`src/rtl/lsu_pkg.sv`:
```
// Shared encodings for the LSU request sequencer: LSU dtype codes, RISC-V funct3,
// FSM states, decoder payload and the split-load extension helper.
package lsu_pkg;

    localparam logic [2:0] BYTE               = 3'b000;
    localparam logic [2:0] HALF_WORD          = 3'b001;
    localparam logic [2:0] WORD               = 3'b010;
    localparam logic [2:0] BYTE_UNSIGNED      = 3'b011;
    localparam logic [2:0] HALF_WORD_UNSIGNED = 3'b100;
    localparam logic [2:0] DTYPE_IDLE         = 3'b111;

    localparam logic [2:0] F3_B  = 3'b000;
    localparam logic [2:0] F3_H  = 3'b001;
    localparam logic [2:0] F3_W  = 3'b010;
    localparam logic [2:0] F3_BU = 3'b100;
    localparam logic [2:0] F3_HU = 3'b101;

    typedef enum logic [1:0] {
        S_IDLE  = 2'd0,
        S_ISSUE = 2'd1,
        S_WAIT  = 2'd2,
        S_RESP  = 2'd3
    } state_e;

    typedef struct packed {
        logic [2:0] dtype;
        logic       illegal;
        logic       misaligned;
        logic [2:0] nbytes;
    } dec_t;

    // Extend a byte-assembled split load according to its original funct3.
    function automatic logic [31:0] ext_load(input logic [2:0] f3, input logic [31:0] d);
        case (f3)
            F3_H:    return {{16{d[15]}}, d[15:0]};
            F3_HU:   return {16'd0, d[15:0]};
            default: return d;
        endcase
    endfunction

endpackage

```
`src/rtl/lsu_funct3_decode.sv`:
```
// Combinational decode of funct3/we/addr[1:0] into LSU dtype, legality,
// alignment and access size in bytes.
module lsu_funct3_decode
    import lsu_pkg::*;
(
    input  logic [2:0] funct3,
    input  logic       we,
    input  logic [1:0] addr_lo,
    output dec_t       dec_c
);

    always_comb begin
        dec_c = '{dtype: DTYPE_IDLE, illegal: 1'b1, misaligned: 1'b0, nbytes: 3'd1};
        case (funct3)
            F3_B: begin
                dec_c.dtype   = BYTE;
                dec_c.illegal = 1'b0;
            end
            F3_H: begin
                dec_c.dtype      = HALF_WORD;
                dec_c.illegal    = 1'b0;
                dec_c.misaligned = addr_lo[0];
                dec_c.nbytes     = 3'd2;
            end
            F3_W: begin
                dec_c.dtype      = WORD;
                dec_c.illegal    = 1'b0;
                dec_c.misaligned = |addr_lo;
                dec_c.nbytes     = 3'd4;
            end
            F3_BU: begin
                if (!we) begin
                    dec_c.dtype   = BYTE_UNSIGNED;
                    dec_c.illegal = 1'b0;
                end
            end
            F3_HU: begin
                if (!we) begin
                    dec_c.dtype      = HALF_WORD_UNSIGNED;
                    dec_c.illegal    = 1'b0;
                    dec_c.misaligned = addr_lo[0];
                    dec_c.nbytes     = 3'd2;
                end
            end
            default: ;
        endcase
    end

endmodule

```
`src/rtl/lsu_req_ctrl.sv`:
```
// Single-outstanding load/store sequencer in front of lsu: decode, issue, wait, respond.
// Optional LSU_MISALIGN_SPLIT_EN splits misaligned half/word accesses into byte accesses.
module lsu_req_ctrl
    import lsu_pkg::*;
#(
    parameter int unsigned DATA_WIDTH    = 32,
    parameter int unsigned ADDRESS_SPACE = 4096,
    parameter int unsigned RD_LATENCY    = 1,
    localparam int unsigned AW           = $clog2(ADDRESS_SPACE)
) (
    input  logic                  clk,
    input  logic                  reset_n,
    input  logic                  req_valid,
    output logic                  req_ready,
    input  logic [AW-1:0]         req_addr,
    input  logic [DATA_WIDTH-1:0] req_wdata,
    input  logic                  req_we,
    input  logic [2:0]            req_funct3,
    output logic                  resp_valid,
    input  logic                  resp_ready,
    output logic [DATA_WIDTH-1:0] resp_rdata,
    output logic                  resp_err,
    output logic [AW-1:0]         lsu_addr,
    output logic [DATA_WIDTH-1:0] lsu_data,
    output logic                  lsu_we,
    output logic [2:0]            lsu_dtype,
    input  logic [DATA_WIDTH-1:0] lsu_rdata
);

`ifdef LSU_MISALIGN_SPLIT_EN
    localparam bit SPLIT_EN = 1'b1;
`else
    localparam bit SPLIT_EN = 1'b0;
`endif

    state_e                state_q, state_d;
    logic [AW-1:0]         addr_q, addr_d;
    logic [DATA_WIDTH-1:0] wdata_q, wdata_d;
    logic                  we_q, we_d;
    logic [2:0]            funct3_q, funct3_d;
    logic                  split_q, split_d;
    logic [1:0]            last_q, last_d;
    logic [1:0]            idx_q, idx_d;
    logic [1:0]            cnt_q, cnt_d;
    logic [DATA_WIDTH-1:0] rbuf_q, rbuf_d;
    logic                  req_ready_q, req_ready_d;
    logic                  resp_valid_q, resp_valid_d;
    logic [DATA_WIDTH-1:0] resp_rdata_q, resp_rdata_d;
    logic                  resp_err_q, resp_err_d;
    logic [AW-1:0]         lsu_addr_q, lsu_addr_d;
    logic [DATA_WIDTH-1:0] lsu_data_q, lsu_data_d;
    logic                  lsu_we_q, lsu_we_d;
    logic [2:0]            lsu_dtype_q, lsu_dtype_d;

    dec_t                  dec_c;
    logic                  hs_c, req_err_c, req_split_c, rd_done_c, last_byte_c;
    logic [1:0]            idx_nx_c;
    logic [DATA_WIDTH-1:0] rbuf_c;

    lsu_funct3_decode u_decode (
        .funct3  (req_funct3),
        .we      (req_we),
        .addr_lo (req_addr[1:0]),
        .dec_c   (dec_c)
    );

    assign hs_c        = req_valid && req_ready_q;
    assign req_err_c   = dec_c.illegal | (dec_c.misaligned & ~SPLIT_EN);
    assign req_split_c = dec_c.misaligned & SPLIT_EN;
    assign rd_done_c   = (cnt_q == 2'(RD_LATENCY));
    assign last_byte_c = !split_q || (idx_q == last_q);
    assign idx_nx_c    = idx_q + 2'd1;

    // Split loads deposit each returned byte into its lane of the assembly buffer.
    always_comb begin
        rbuf_c = rbuf_q;
        rbuf_c[{idx_q, 3'b000} +: 8] = lsu_rdata[7:0];
    end

    always_ff @(posedge clk or negedge reset_n) begin
        if (!reset_n) state_q <= S_IDLE;
        else          state_q <= state_d;
    end

    always_comb begin
        state_d = state_q;
        case (state_q)
            S_IDLE:  if (hs_c) state_d = req_err_c ? S_RESP : S_ISSUE;
            S_ISSUE: state_d = we_q ? (last_byte_c ? S_RESP : S_ISSUE) : S_WAIT;
            S_WAIT:  if (rd_done_c) state_d = last_byte_c ? S_RESP : S_ISSUE;
            S_RESP:  if (resp_ready) state_d = S_IDLE;
            default: state_d = S_IDLE;
        endcase
    end

    always_comb begin
        addr_d       = addr_q;
        wdata_d      = wdata_q;
        we_d         = we_q;
        funct3_d     = funct3_q;
        split_d      = split_q;
        last_d       = last_q;
        idx_d        = idx_q;
        cnt_d        = cnt_q;
        rbuf_d       = rbuf_q;
        resp_valid_d = resp_valid_q;
        resp_rdata_d = resp_rdata_q;
        resp_err_d   = resp_err_q;
        lsu_addr_d   = lsu_addr_q;
        lsu_data_d   = lsu_data_q;
        lsu_dtype_d  = lsu_dtype_q;
        lsu_we_d     = 1'b0;
        req_ready_d  = (state_d == S_IDLE);
        case (state_q)
            S_IDLE: begin
                if (hs_c) begin
                    addr_d   = req_addr;
                    wdata_d  = req_wdata;
                    we_d     = req_we;
                    funct3_d = req_funct3;
                    split_d  = req_split_c;
                    last_d   = req_split_c ? 2'(dec_c.nbytes - 3'd1) : 2'd0;
                    idx_d    = 2'd0;
                    rbuf_d   = '0;
                    if (req_err_c) begin
                        resp_valid_d = 1'b1;
                        resp_err_d   = 1'b1;
                        resp_rdata_d = '0;
                    end else begin
                        lsu_addr_d  = req_addr;
                        lsu_dtype_d = req_split_c ? (req_we ? BYTE : BYTE_UNSIGNED) : dec_c.dtype;
                        lsu_data_d  = req_split_c ? DATA_WIDTH'(req_wdata[7:0]) : req_wdata;
                        lsu_we_d    = req_we;
                    end
                end
            end
            S_ISSUE: begin
                if (!we_q) begin
                    cnt_d = 2'd1;
                end else if (last_byte_c) begin
                    resp_valid_d = 1'b1;
                    resp_err_d   = 1'b0;
                    resp_rdata_d = '0;
                    lsu_dtype_d  = DTYPE_IDLE;
                end else begin
                    idx_d      = idx_nx_c;
                    lsu_addr_d = addr_q + AW'(idx_nx_c);
                    lsu_data_d = DATA_WIDTH'(wdata_q[{idx_nx_c, 3'b000} +: 8]);
                    lsu_we_d   = 1'b1;
                end
            end
            S_WAIT: begin
                if (!rd_done_c) begin
                    cnt_d = cnt_q + 2'd1;
                end else begin
                    rbuf_d = rbuf_c;
                    if (last_byte_c) begin
                        resp_valid_d = 1'b1;
                        resp_err_d   = 1'b0;
                        resp_rdata_d = split_q ? DATA_WIDTH'(ext_load(funct3_q, rbuf_c)) : lsu_rdata;
                        lsu_dtype_d  = DTYPE_IDLE;
                    end else begin
                        idx_d      = idx_nx_c;
                        lsu_addr_d = addr_q + AW'(idx_nx_c);
                    end
                end
            end
            S_RESP: begin
                if (resp_ready) begin
                    resp_valid_d = 1'b0;
                    resp_rdata_d = '0;
                    resp_err_d   = 1'b0;
                end
            end
            default: ;
        endcase
    end

    always_ff @(posedge clk or negedge reset_n) begin
        if (!reset_n) begin
            addr_q       <= '0;
            wdata_q      <= '0;
            we_q         <= 1'b0;
            funct3_q     <= 3'd0;
            split_q      <= 1'b0;
            last_q       <= 2'd0;
            idx_q        <= 2'd0;
            cnt_q        <= 2'd0;
            rbuf_q       <= '0;
            req_ready_q  <= 1'b0;
            resp_valid_q <= 1'b0;
            resp_rdata_q <= '0;
            resp_err_q   <= 1'b0;
            lsu_addr_q   <= '0;
            lsu_data_q   <= '0;
            lsu_we_q     <= 1'b0;
            lsu_dtype_q  <= DTYPE_IDLE;
        end else begin
            addr_q       <= addr_d;
            wdata_q      <= wdata_d;
            we_q         <= we_d;
            funct3_q     <= funct3_d;
            split_q      <= split_d;
            last_q       <= last_d;
            idx_q        <= idx_d;
            cnt_q        <= cnt_d;
            rbuf_q       <= rbuf_d;
            req_ready_q  <= req_ready_d;
            resp_valid_q <= resp_valid_d;
            resp_rdata_q <= resp_rdata_d;
            resp_err_q   <= resp_err_d;
            lsu_addr_q   <= lsu_addr_d;
            lsu_data_q   <= lsu_data_d;
            lsu_we_q     <= lsu_we_d;
            lsu_dtype_q  <= lsu_dtype_d;
        end
    end

    assign req_ready  = req_ready_q;
    assign resp_valid = resp_valid_q;
    assign resp_rdata = resp_rdata_q;
    assign resp_err   = resp_err_q;
    assign lsu_addr   = lsu_addr_q;
    assign lsu_data   = lsu_data_q;
    assign lsu_we     = lsu_we_q;
    assign lsu_dtype  = lsu_dtype_q;

endmodule

```
`config.mk`:
```
export PLATFORM = sky130hd
export DESIGN_NAME = lsu_req_ctrl
export DESIGN_NICKNAME = d
export VERILOG_FILES = /design/src/rtl/lsu_pkg.sv /design/src/rtl/lsu_funct3_decode.sv /design/src/rtl/lsu_req_ctrl.sv
export SDC_FILE = /design/constraint.sdc
export NUM_CORES = 1
export LEC_CHECK = 0
export ABC_AREA = 1
export CAP_MARGIN = 30
export CORE_ASPECT_RATIO = 1.25
export CORE_UTILIZATION = 49
export CTS_BUF_LIST = sky130_fd_sc_hd__clkbuf_4 sky130_fd_sc_hd__clkbuf_8
export DETAILED_ROUTE_END_ITERATION = 7
export PLACE_DENSITY_LB_ADDON = 0.12
export SLEW_MARGIN = 10
export SYNTH_ARGS = -nofsm -noshare
export SYNTH_HDL_FRONTEND = slang
export SYNTH_HIERARCHICAL = 1
export SYNTH_SLANG_ARGS = --single-unit
```
`constraint.sdc`:
```
create_clock -name clk -period 3.6 [get_ports clk]
set_input_delay 0.54 -clock clk [delete_from_list [all_inputs] [get_ports clk]]
set_output_delay 0.54 -clock clk [all_outputs]
set_load 0.03 [all_outputs]
```
## After elaboration in Yosys (flattened, before gate mapping)

Index checks and enable logic that the tools add are counted.

- Add/subtract/negate cells: 1
- Equal/unequal tests: 16
- Muxes and demuxes: 42
- Bitwise operators: 2
- Reductions and logical operators: 14

Operator list:

| cell | number |
|---|---|
| 32-bit two-way mux | 8 |
| 32-bit case mux with 4 select lines | 1 |
| 12-bit two-way mux | 3 |
| 4-bit case mux with 5 select lines | 1 |
| 2-bit != test (second input constant) | 8 |
| 5-bit AND reduction | 3 |
| 2-bit two-way mux | 6 |
| 3-bit two-way mux | 4 |
| 4-bit case mux with 3 select lines | 1 |
| 1-bit two-way mux | 11 |
| 3-bit case mux with 3 select lines | 1 |
| 1-bit case mux with 4 select lines | 2 |
| 2-bit case mux with 4 select lines | 1 |
| 7-bit two-way mux | 1 |
| 7-bit AND reduction | 1 |
| 3-bit equality test (second input constant) | 2 |
| 2-bit by 1-bit equality test with 1-bit output (second input constant) | 2 |
| 2-bit equality test (second input constant) | 2 |
| 2-bit zero test | 2 |
| 4-bit two-way mux | 1 |
| 2-bit case mux with 2 select lines | 1 |
| 2-bit nonzero test | 2 |
| 3-bit by 1-bit equality test with 1-bit output (second input constant) | 1 |
| 3-bit by 2-bit equality test with 1-bit output (second input constant) | 1 |
| 9 further kinds | 9 |

- Flip-flop bits (word level): 88
- Output and inout bits: 83
- Word-level logic and storage cells: 86

## Depth between registers and ports, before layout

- Depth after elaboration: 7
- Depth in mapped cells: 12
- Gate-level depth less buffers: 11

## Cells and area by module

The synthesis kept the hierarchy.

By module, submodules not included:

| module | instances | cells an instance | area an instance (sq um) |
|---|---|---|---|
| lsu_req_ctrl | 1 | 450 | 4316.6 |
| lsu_funct3_decode | 1 | 27 | 110.1 |

## Worst setup path before layout

Ideal clock, no wire load.

- Path type: input port to flip-flop
- Start point: input req_funct3[2]
- End point: register resp_rdata_q[10], in the netlist resp_rdata[10]
- Library setup time: 0.116 ns
- Arrival time: 1.604 ns
- Data required time: 3.484 ns
- Setup slack: 1.880 ns
- Stages: 11
- Buffers on the path: 1
- Cells stage by stage: nor2_1 -> nand3_1 -> nand3_1 -> nor2_4 -> nand2_2 -> nand2_2 -> nor2_8 -> nand2_8 -> buf_12 -> nand2_4 -> nand2_2

RTL lines:

| item | RTL line | text |
|---|---|---|
| start, declared | lsu_req_ctrl.sv:18 | `input logic [2:0] req_funct3,` |
| end signal, assigned | lsu_req_ctrl.sv:210 | `resp_rdata_q <= resp_rdata_d;` |
| end, declared | lsu_req_ctrl.sv:48 | `logic [DATA_WIDTH-1:0] resp_rdata_q, resp_rdata_d;` |

==> results.json <==
{
  "tns_ns": 0,
  "cts_made_buffers": 9,
  "critPathBufInv": 2,
  "vias_per_cell": 4.733,
  "dieArea_um2": 9389,
  "avgSynthCellArea_um2": 9.327,
  "seq_power_share": 0.293,
  "worstSetupEndpointType": "flop",
  "fmax_mhz": 431.9,
  "synthToLayoutAreaGrowth_pct": 42.51,
  "p_per_area_nw_per_um2": 982.6,
  "yosysWarnings": 6,
  "slew_headroom": 0.4778,
  "cp.required_ns": 3.90,
  "grt.overflow.total": 0,
  "intPower_mw": 3.176,
  "holdBufCountCts": 0,
  "start_kind": "primary input",
  "root_buffer": "clkbuf_8",
  "crit_chain": "clkdlybuf4s50_1 > nor2_1 > inv_1 > nand2_1 > nand2_1 > nor2_4 > o21ai_1 > nor2_1 > nand3_1 > nand2_1",
  "min_period_over_period": 0.6432,
  "clock_path_buffers": 2,
  "worstSetupPathType": "in2reg",
  "dpl.hpwl_um": 7224,
  "setup_viol": 0,
  "cts_resized": 0,
  "min_path_type": "in2async",
  "start_util": 0.5070,
  "fin_worst_skew_ns": 0.009748,
  "die_h_um": 108.1,
  "drv_slew": 0,
  "core-area_um2": 8701,
  "worst-path-max-fanout": 12,
  "first_pass_iters": 4,
  "cts_sinks": 88,
  "leakage_nw": 3.137,
  "track_usage": 0.2231,
  "pin_count": 167,
  "post-cts-setup-buffers": 0,
  "syn_area_um2": 4412,
  "path_clk_slew_ns": 0.09,
  "wl_per_cell_um": 13.10,
  "synthCells": 473,
  "cts_tree": "built",
  "hold_viol": 0,
  "place_congestion": 0.8760,
  "antenna_found_initial": 0,
  "drc_errors": 0,
  "cap_violations": 0,
  "grt_pass1_vias": 3534,
  "cp.arrival_ns": 2.61,
  "grt_max_degree": 65,
  "htree_num_levels": 3,
  "cp_top_family": "simple AND/OR/NAND/NOR gates",
  "dr_total_vias": 3583,
  "combPwrFrac": 0.604,
  "postRouteAntennaNets": 0,
  "portBuffers": 166,
  "clk_latency_ns": 0.37,
  "rsz0062_at_grt": "false",
  "tightest_slew_ns": 0.7805,
  "max_stage_delay_ns": 0.60,
  "whs_ns": 0.1515,
  "clkPwrFrac": 0.103,
  "switching_power_mw": 3.001,
  "first_iter_violations": 198,
  "grt_pass1_wl_um": 16160,
  "cp_slowest_cell": "nor2_1",
  "die_w_um": 86.87,
  "ir_worst_vdd_mv": 0.5364,
  "reg2reg_slack_ns": 1.48,
  "wirelength_um": 9913,
  "layout.nets": 722,
  "worst_path_most_repeated_cell": "nand2_1",
  "num_rows": 38,
  "status": "finished, final reports clean",
  "drive_gt1_frac": 0.1570,
  "period_minus_slack_ns": 2.316,
  "antenna_cells": 0,
  "p_sw_frac": 0.4859,
  "synth_nets": 563
}
==> power groups by stage <==
stage          Sequential [mW]  Combinational, mW  Clock, mW
6_report                  1.81               3.73      0.634
5_1_grt                   1.87               4.05      0.692
4_1_cts                   1.82               3.78      0.655
3_5_place_dp              1.82               3.78          0
3_3_place_gp              1.81               3.69          0
2_1_floorplan             2.67               1.78          0
==> area by class of cell <==
cell class,count,area [um^2]
Clock buffer,11,151.4
Sequential cell,88,2206
Clock inverter,5,31.28
Timing Repair Buffer,170,1709
Fill cell,698,2414
Inverter,52,195.2
Multi-Input combinational cell,311,1844
Tap cell,120,150.1
==> registers in the layout (all words and copies together), names as in the netlist <==
| register | count |
|---|---|
| cnt_q | 2 |
| lsu_addr | 12 |
| lsu_data | 32 |
| lsu_dtype | 3 |
| lsu_we | 1 |
| req_ready | 1 |
| resp_err | 1 |
| resp_rdata | 32 |
| resp_valid | 1 |
| state_q | 2 |
| we_q | 1 |
==> worst reg2reg max path, stage by stage, from the launching register on <==
cell and delay, ns:
dfrtp_1 0.38, inv_1 0.11, ha_1 0.29, nand2_8 0.26
nand2_1 0.14, nor2_4 0.32, nand3_2 0.31, nand2_1 0.14
nand2_1 0.06
==> placed cells by master, fill, tap and decap left out, drive strengths merged <==
cell           instances
nand3b                33
or2                    1
o31ai                  1
ha                     6
nor2                  17
dfstp                  3
nand4                  1
clkdlybuf4s50        165
o21ai                 40
o22ai                  1
buf                    5
inv                   52
nand3                 22
clkinvlp               1
dfrtp                 85
nand2                187
clkinv                 4
clkbuf                11
a21oi                  2
==> metrics by stage <==
stage	setup WS [ns]	total power, mW	std cells	util	area [um^2]
3_3_place_gp	1.031	5.505	740	0.6984	6077
2_1_floorplan	1.880	4.452	473	-	4412
3_5_place_dp	0.8997	5.608	741	0.7016	6105
6_report	1.284	6.178	757	0.7226	6287
4_1_cts	1.284	6.258	757	0.7226	6287
5_1_grt	1.043	6.614	757	0.7226	6287
==> layer usage <==
| layer | GRT usage | wire length (um) |
|---|---|---|
| met5 | 0 | 0 |
| met1 | 0.2597 | 3933 |
| met2 | 0.3740 | 4982 |
| met3 | 0.05115 | 656 |
| met4 | 0.1310 | 340 |
==> worst paths after layout <==
| path | cells past startpoint | from | end |
|---|---|---|---|
| worst min register to register | 2 | resp_valid$_DFFE_PN0P_ | resp_valid$_DFFE_PN0P_ |
| worst min-delay path | 1 | reset_n | resp_rdata[29]$_DFFE_PN0P_ |
| worst max-delay path | 10 | req_funct3[2] | lsu_addr[6]$_DFFE_PN0P_ |
| worst max register to register | 8 | state_q[1]$_DFF_PN0_ | lsu_addr[11]$_DFFE_PN0P_ |
| max in group asynchronous | 2 | reset_n | lsu_data[3]$_DFFE_PN0P_ |
| min in group clk | 2 | resp_valid$_DFFE_PN0P_ | resp_valid$_DFFE_PN0P_ |
Note: power is estimated with default switching activity, not from simulation.
